==> src/rtl/tea_iter_core.sv <==
// Iterative TEA block cipher engine: 64-bit block, 128-bit key, ROUNDS rounds
// with UNROLL rounds evaluated per enabled clock over a shared datapath.
module tea_iter_core #(
  parameter int          ROUNDS = 32,
  parameter int          UNROLL = 1,
  parameter logic [31:0] DELTA  = 32'h9E3779B9
) (
  input  logic          clk,
  input  logic          rst,
  input  logic          ena,
  input  logic          in_valid,
  output logic          in_ready,
  input  logic          encrypt,
  input  logic [63:0]   in_block,
  input  logic [127:0]  key,
  output logic          out_valid,
  input  logic          out_ready,
  output logic [63:0]   out_block,
  output logic          busy
);

  if (ROUNDS < 1 || UNROLL < 1 || (ROUNDS % UNROLL) != 0) begin : g_bad_cfg
    $error("tea_iter_core: ROUNDS must be >= 1 and a multiple of UNROLL");
  end

  localparam int            STEPS    = ROUNDS / UNROLL;
  localparam int            CW       = $clog2(STEPS) + 1;
  localparam logic [CW-1:0] LAST     = CW'(STEPS - 1);
  localparam logic [63:0]   SUM_PROD = 64'(DELTA) * 64'(ROUNDS);
  localparam logic [31:0]   SUM_DEC  = SUM_PROD[31:0];

  typedef enum logic [1:0] {IDLE, RUN, DONE} state_e;

  state_e         state_q, state_d;
  logic [31:0]    v0_q, v0_d, v1_q, v1_d, sum_q, sum_d;
  logic [CW-1:0]  cnt_q, cnt_d;
  logic [127:0]   key_q, key_d;
  logic           enc_q, enc_d;
  logic [63:0]    res_q, res_d;
  logic [31:0]    r0, r1, rs;

  function automatic logic [31:0] mix(input logic [31:0] v, input logic [31:0] s,
                                      input logic [31:0] ka, input logic [31:0] kb);
    return ((v << 4) + ka) ^ (v + s) ^ ((v >> 5) + kb);
  endfunction

  // Rounds chained combinationally; decrypt undoes the encrypt order exactly.
  always_comb begin
    r0 = v0_q;
    r1 = v1_q;
    rs = sum_q;
    for (int i = 0; i < UNROLL; i++) begin
      if (enc_q) begin
        rs = rs + DELTA;
        r0 = r0 + mix(r1, rs, key_q[127:96], key_q[95:64]);
        r1 = r1 + mix(r0, rs, key_q[63:32], key_q[31:0]);
      end else begin
        r1 = r1 - mix(r0, rs, key_q[63:32], key_q[31:0]);
        r0 = r0 - mix(r1, rs, key_q[127:96], key_q[95:64]);
        rs = rs - DELTA;
      end
    end
  end

  always_comb begin
    // NOTE: every next-state signal takes its held value first, so no path infers a latch.
    state_d = state_q;
    v0_d    = v0_q;
    v1_d    = v1_q;
    sum_d   = sum_q;
    cnt_d   = cnt_q;
    key_d   = key_q;
    enc_d   = enc_q;
    res_d   = res_q;
    unique case (state_q)
      IDLE: if (in_valid) begin
        v0_d    = in_block[63:32];
        v1_d    = in_block[31:0];
        key_d   = key;
        enc_d   = encrypt;
        sum_d   = encrypt ? 32'h0 : SUM_DEC;
        cnt_d   = '0;
        state_d = RUN;
      end
      RUN: begin
        v0_d  = r0;
        v1_d  = r1;
        sum_d = rs;
        cnt_d = cnt_q + CW'(1);
        if (cnt_q == LAST) begin
          res_d   = {r0, r1};
          state_d = DONE;
        end
      end
      DONE:    if (out_ready) state_d = IDLE;
      default: state_d = IDLE;
    endcase
  end

  // NOTE: state registers use non-blocking assignments so all flops update together.
  always_ff @(posedge clk) begin
    if (rst) begin
      state_q <= IDLE;
      v0_q    <= '0;
      v1_q    <= '0;
      sum_q   <= '0;
      cnt_q   <= '0;
      key_q   <= '0;
      enc_q   <= 1'b0;
      res_q   <= '0;
    end else if (ena) begin
      state_q <= state_d;
      v0_q    <= v0_d;
      v1_q    <= v1_d;
      sum_q   <= sum_d;
      cnt_q   <= cnt_d;
      key_q   <= key_d;
      enc_q   <= enc_d;
      res_q   <= res_d;
    end
  end

  assign in_ready  = (state_q == IDLE);
  assign busy      = (state_q == RUN);
  assign out_valid = (state_q == DONE);
  assign out_block = res_q;

endmodule

==> config.mk <==
export PLATFORM = sky130hd
export DESIGN_NAME = tea_iter_core
export DESIGN_NICKNAME = d
export VERILOG_FILES = /design/src/rtl/tea_iter_core.sv
export SDC_FILE = /design/constraint.sdc
export NUM_CORES = 2
export LEC_CHECK = 0
export BUFFER_PORTS_ARGS = -buffer_cell sky130_fd_sc_hd__buf_2
export CAP_MARGIN = 40
export CELL_PAD_IN_SITES_DETAIL_PLACEMENT = 0
export CELL_PAD_IN_SITES_GLOBAL_PLACEMENT = 2
export CORE_UTILIZATION = 37
export DETAILED_ROUTE_END_ITERATION = 7
export GPL_TIMING_DRIVEN = 1
export PLACE_DENSITY_LB_ADDON = 0.1
export SETUP_SLACK_MARGIN = 0.2
export SYNTH_ARGS = -nofsm -noshare
export SYNTH_HDL_FRONTEND = slang
export SYNTH_SLANG_ARGS = --single-unit
==> constraint.sdc <==
create_clock -name clk -period 9.75 [get_ports clk]
set_input_delay 2.4375 -clock clk [delete_from_list [all_inputs] [get_ports clk]]
set_output_delay 2.4375 -clock clk [all_outputs]
set_load 0.1 [all_outputs]
# Yosys cells after proc, flatten, opt, wreduce, memory -nomap -nowiden
# Index checks and enable logic that the tools add are counted.
# W data, S select, Z words.
# word_totals
regBits,297
inputBits,198
# classes
add_sub_neg,19
n_eq_ne,6
n_bitwise,8
reduce_logical,6
n_mux,16
# op_table
operator,count
$add A32 B32 Y32,10
$xor A32 B32 Y32,8
$mux W32,7
$pmux W32 S2,3
$add A27 B32 Y32,4
$sub A32 B32 Y32,2
$add A32 B32 Y32 const B,1
$sub A32 B32 Y32 const B,1
$pmux W6 S2,1
$reduce_and A3 Y1,3
$add A6 B1 Y6 const B,1
$eq A6 B5 Y1 const B,1
$mux W2,3
$mux W6,1
$pmux W2 S3,1
$ne A2 B1 Y1 const B,2
$reduce_and A4 Y1,1
$eq A2 B1 Y1 const B,1
$eq A2 B2 Y1 const B,1
$logic_not A2 Y1,1
$ne A2 B2 Y1 const B,1
$reduce_bool A2 Y1,1

# Longest topological paths before layout
# depth
word_depth,11
depth_mapped,49
depth_no_buf,48

# Worst setup path after synthesis
# No wires, ideal clock.
# synth_timing
kind,flip-flop to flip-flop
from,register sum_q[1]
to,register v1_q[31]
path_slack_ps,717
t_arrival_ps,8847
synth_period_minus_slack_ps,9033
n_path_buf,0
stages_incl_launch_ff,44
cell_sequence,dfxtp_1 > ha_1 > a2111oi_4 > nor2b_1 > o311a_1 > o31ai_4 > a31o_2 > nor3b_2 > nor2_1 > and2_1 > nor2_1 > xor2_1 > ha_1 > and2_1 > a221oi_1 > o21ai_0 > a21o_1 > a21oi_1 > [8 not listed] > xnor2_1 > xnor3_2 > ha_1 > nor2_1 > a2111oi_0 > xnor2_1 > xnor2_1 > xnor2_1 > ha_1 > nand2_1 > o41ai_1 > a211oi_1 > a21oi_1 > xnor2_1 > xnor2_1 > xnor2_1 > mux2i_1 > a31oi_1
# synth_via
elab_chain_cells,11
elab_cells_between_ends,17
cone_classes,9 x add/sub; 2 x mux; 6 x bitwise
# synth_rtl
item,line_no,text
start: declaration,35,"logic [31:0] v0_q, v0_d, v1_q, v1_d, sum_q, sum_d;"
start signal: assignment,115,sum_q <= sum_d;
$add A32 B32 Y32,54,rs = rs + DELTA;
$add A32 B32 Y32,44,return ((v << 4) + ka) ^ (v + s) ^ ((v >> 5) + kb);
$xor A32 B32 Y32 (2 in series),44,
$add A32 B32 Y32,55,"r0 = r0 + mix(r1, rs, key_q[127:96], key_q[95:64]);"
$add A32 B32 Y32,44,
$xor A32 B32 Y32 (2 in series),44,
$add A32 B32 Y32,56,"r1 = r1 + mix(r0, rs, key_q[63:32], key_q[31:0]);"
$mux W32 *,53,if (enc_q) begin
$pmux W32 S2 *,75,unique case (state_q)
end signal: assignment,114,v1_q <= v1_d;
end: declaration,35,
# Every way passes the cells marked *; elsewhere a longest branch is shown, timed or not.
# A chain may end at the register's enable or synchronous reset.

# Worst setup path after layout
# layout_timing
from,register sum_q[0]
to,register v1_q[31]
# Same word-level chain as after synthesis.

==> flow_summary.yaml <==
layout:
  area_growth_pct: 30.6
  finalNonFillerCells: 6941
  num-fill-cells: 9831
  drive_gt1_frac: 0.248
  nets: 6332
timing:
  finalClockSkew_ns: 0.0279
  setup_ws_ns: 0.446
  finalSetupViolCount: 0
  fmax_mhz: 107
  final_max_slew_viol_count: 0
  tightest_slew_ns: 0.908
  grt_setup_unrepaired: "true"
  period_share: 0.954
  min_period_ns: 9.30
  hold_viol: 0
  relSlewSlack: 0.395
cts:
  h-tree-depth: 2
  clk_path_buf_depth: 3
  clk_latency_ns: 0.63
  cts_hold_buf: 0
  clkSlewWorstSetupHoldPaths_ns: 0.06
  cts_buffers: 38
  clock-root-buffer: "clkbuf_16"
  cts.sinks: 297
  cts_tree: "done"
floorplanning:
  die_y_um: 315
  pin_count: 265
  rows: 114
  coreArea_um2: 97000
  initial_utilization: 0.374
  die_width_um: 315
  dieArea_um2: 99300
worst_setup_path:
  reg2reg_slack_ns: 0.45
  start_kind: "flop"
  cp_data_arrival_time_ns: 9.84
  reg2reg_depth: 47
  worstPathMaxFanout: 5
  critPathMaxStageDelay_ns: 0.40
  end_kind: "flop"
  reg2reg_from: "sum_q[0]$_SDFFE_PP0P_"
  slowest_stage: "a2111oi_4"
  crit_top_cell: "xnor2_1"
  crit_start: "sum_q[0]$_SDFFE_PP0P_"
  worstSetupPathType: "reg -> reg"
  worstPathRequired_ns: 10.29
synthesis:
  syn-num-nets: 5442
  yosys.cell_count.top_type: "xnor2_1"
  ys_types: 100
  synthCells: 4746
  synth-seq-cells: 297
  synth_enable_flop_cells: 0
  synth_area_leaders: "ha_1, dfxtp_1, xnor2_1"
  synth_area_um2: 36300
  synth.top_cells.by_count: "xnor2_1, a21oi_1, nand2_1"
  ys.flop_type: "dfxtp_1"
  synth-seq-area-share: 0.164
  synthArstFlopShare: 0
  yosys.area.top_type: "ha_1"
  yosysTopAreaCellShare: 0.166
  avgSynthCellArea_um2: 7.65
  yosys_warnings: 0
global_route:
  grt_usage: 0.328
  grt_overflow: 0
  grt_pass1_vias: 36900
  antenna_found_initial: 4
  grt_pass1_wl_um: 239000
  grt_max_degree: 83
routing:
  wl_per_cell_um: 24.2
  wl_um: 168000
  via_per_inst: 5.62
  firstDrtPassIters: 8
  drtAntennaViolNets: 0
  route.detailed.drc: 32
  drt_iter0_drc: 3404
  vias: 39000
placed_design:
  hpwlAfterDp_um: 140000
  dpl_worst_slack_ns: -0.190
  gp_congestion: 0.969
  dp.cells: 6829
  portBuffers: 264
run:
  drv_cap: 0
hold_path:
  hp-start: "out_block[53]$_SDFFE_PP0P_"
  min_path_cells: 2
  hold_class: "reg -> reg"
status:
  failed_checks: "design-rule violations"
  outcome: "finished with violations"
## repair_timing
action / 4_1_cts / 5_1_grt
gates resized for setup: 53 / 289
pin swaps: 17 / 184
setup endpoints to repair: 20 / 55
gates cloned: 0 / 0
buffers inserted: 7 / 35
## cells in the final DEF (no fill, tap or decap), types with 22 or more instances in the layout
master     instances
buf_4            734
xnor2_1          553
a21oi_1          504
nand2_1          489
ha_1             445
nor2_1           414
dfxtp_1          294
buf_2            263
a21o_1           237
o21ai_0          154
inv_1            124
xor2_1           106
a211oi_1          76
nor3_1            72
o21a_1            70
nand3_1           69
o21bai_1          61
o21ai_1           56
nand2b_1          56
xnor2_2           55
a21oi_2           54
a221oi_1          48
nand4_1           40
a31oi_1           39
clkbuf_16         39
nor2b_1           38
a22oi_1           35
and3_1            31
mux2i_1           27
ha_4              26
or3_1             22
## through the flow
step / hold slack, ns / setup TNS, ns / cell area [um^2] / util
after floorplan: 0.448 / 0 / 36300 / -
after global placement: 0.458 / -0.351 / 43900 / 0.453
after detailed placement: 0.457 / -0.947 / 43900 / 0.453
after CTS: 0.469 / 0 / 45600 / 0.470
after global routing: 0.480 / 0 / 47400 / 0.488
final: 0.469 / 0 / 47400 / 0.489
## per-layer routing
layer  GRT usage  part of all wire
met5           0           0.00020
met4      0.0719             0.020
met3      0.0768             0.091
met2       0.474              0.40
met1       0.483              0.48
## final timing paths
kind / end
setup / recovery: v1_q[31]$_SDFFE_PP0P_
hold / removal: out_block[53]$_SDFFE_PP0P_
setup reg to reg: v1_q[31]$_SDFFE_PP0P_
hold reg to reg: out_block[53]$_SDFFE_PP0P_
## critical path, delay by kind of cell (launching register included)
family,cells,cell delay [ns]
compound gates,14,2.88
xor+xnor,15,2.77
mux,1,0.10
simple gates,8,1.13
buf+inv,4,0.65
fa+ha+maj,5,1.32
flops,1,0.33
## sequential cells by signal (all words and copies together), names as in the netlist
signal and flops:
v0_q 32, cnt_q 6, sum_q 32, out_block 64
enc_q 1, key_q 128, v1_q 32, state_q 2
## cell type report
| class | count | area [um^2] | share of cell area |
|---|---|---|---|
| Clock inverter | 14 | 144 | 0.00304 |
| Timing Repair Buffer | 1006 | 6960 | 0.147 |
| Inverter | 125 | 469 | 0.00990 |
| Tap cell | 1276 | 1600 | 0.0337 |
| Multi-Input combinational cell | 4168 | 31100 | 0.657 |
| Clock buffer | 54 | 1120 | 0.0237 |
| Sequential cell | 297 | 5950 | 0.126 |
| Antenna cell | 1 | 2.50 | 0.0000528 |
## kinds of logic (layout without fill, tap and decap cells)
| kind of cell | Yosys count | after routing | synth area share |
|---|---|---|---|
| buffers and inverters | 281 | 1199 | 0.0295 |
| and+or+nand+nor | 1345 | 1345 | 0.166 |
| other | 0 | 1 | 0 |
| adders and majority gates | 498 | 498 | 0.175 |
| xor gates and xnor gates | 740 | 740 | 0.182 |
| AOI/OAI and AO/OA | 1549 | 1549 | 0.274 |
| muxes | 36 | 36 | 0.0102 |
| DFF | 297 | 297 | 0.164 |
Power is not shown: default switching activity piles up to over one toggle a cycle in this logic, so the estimate is an artifact.
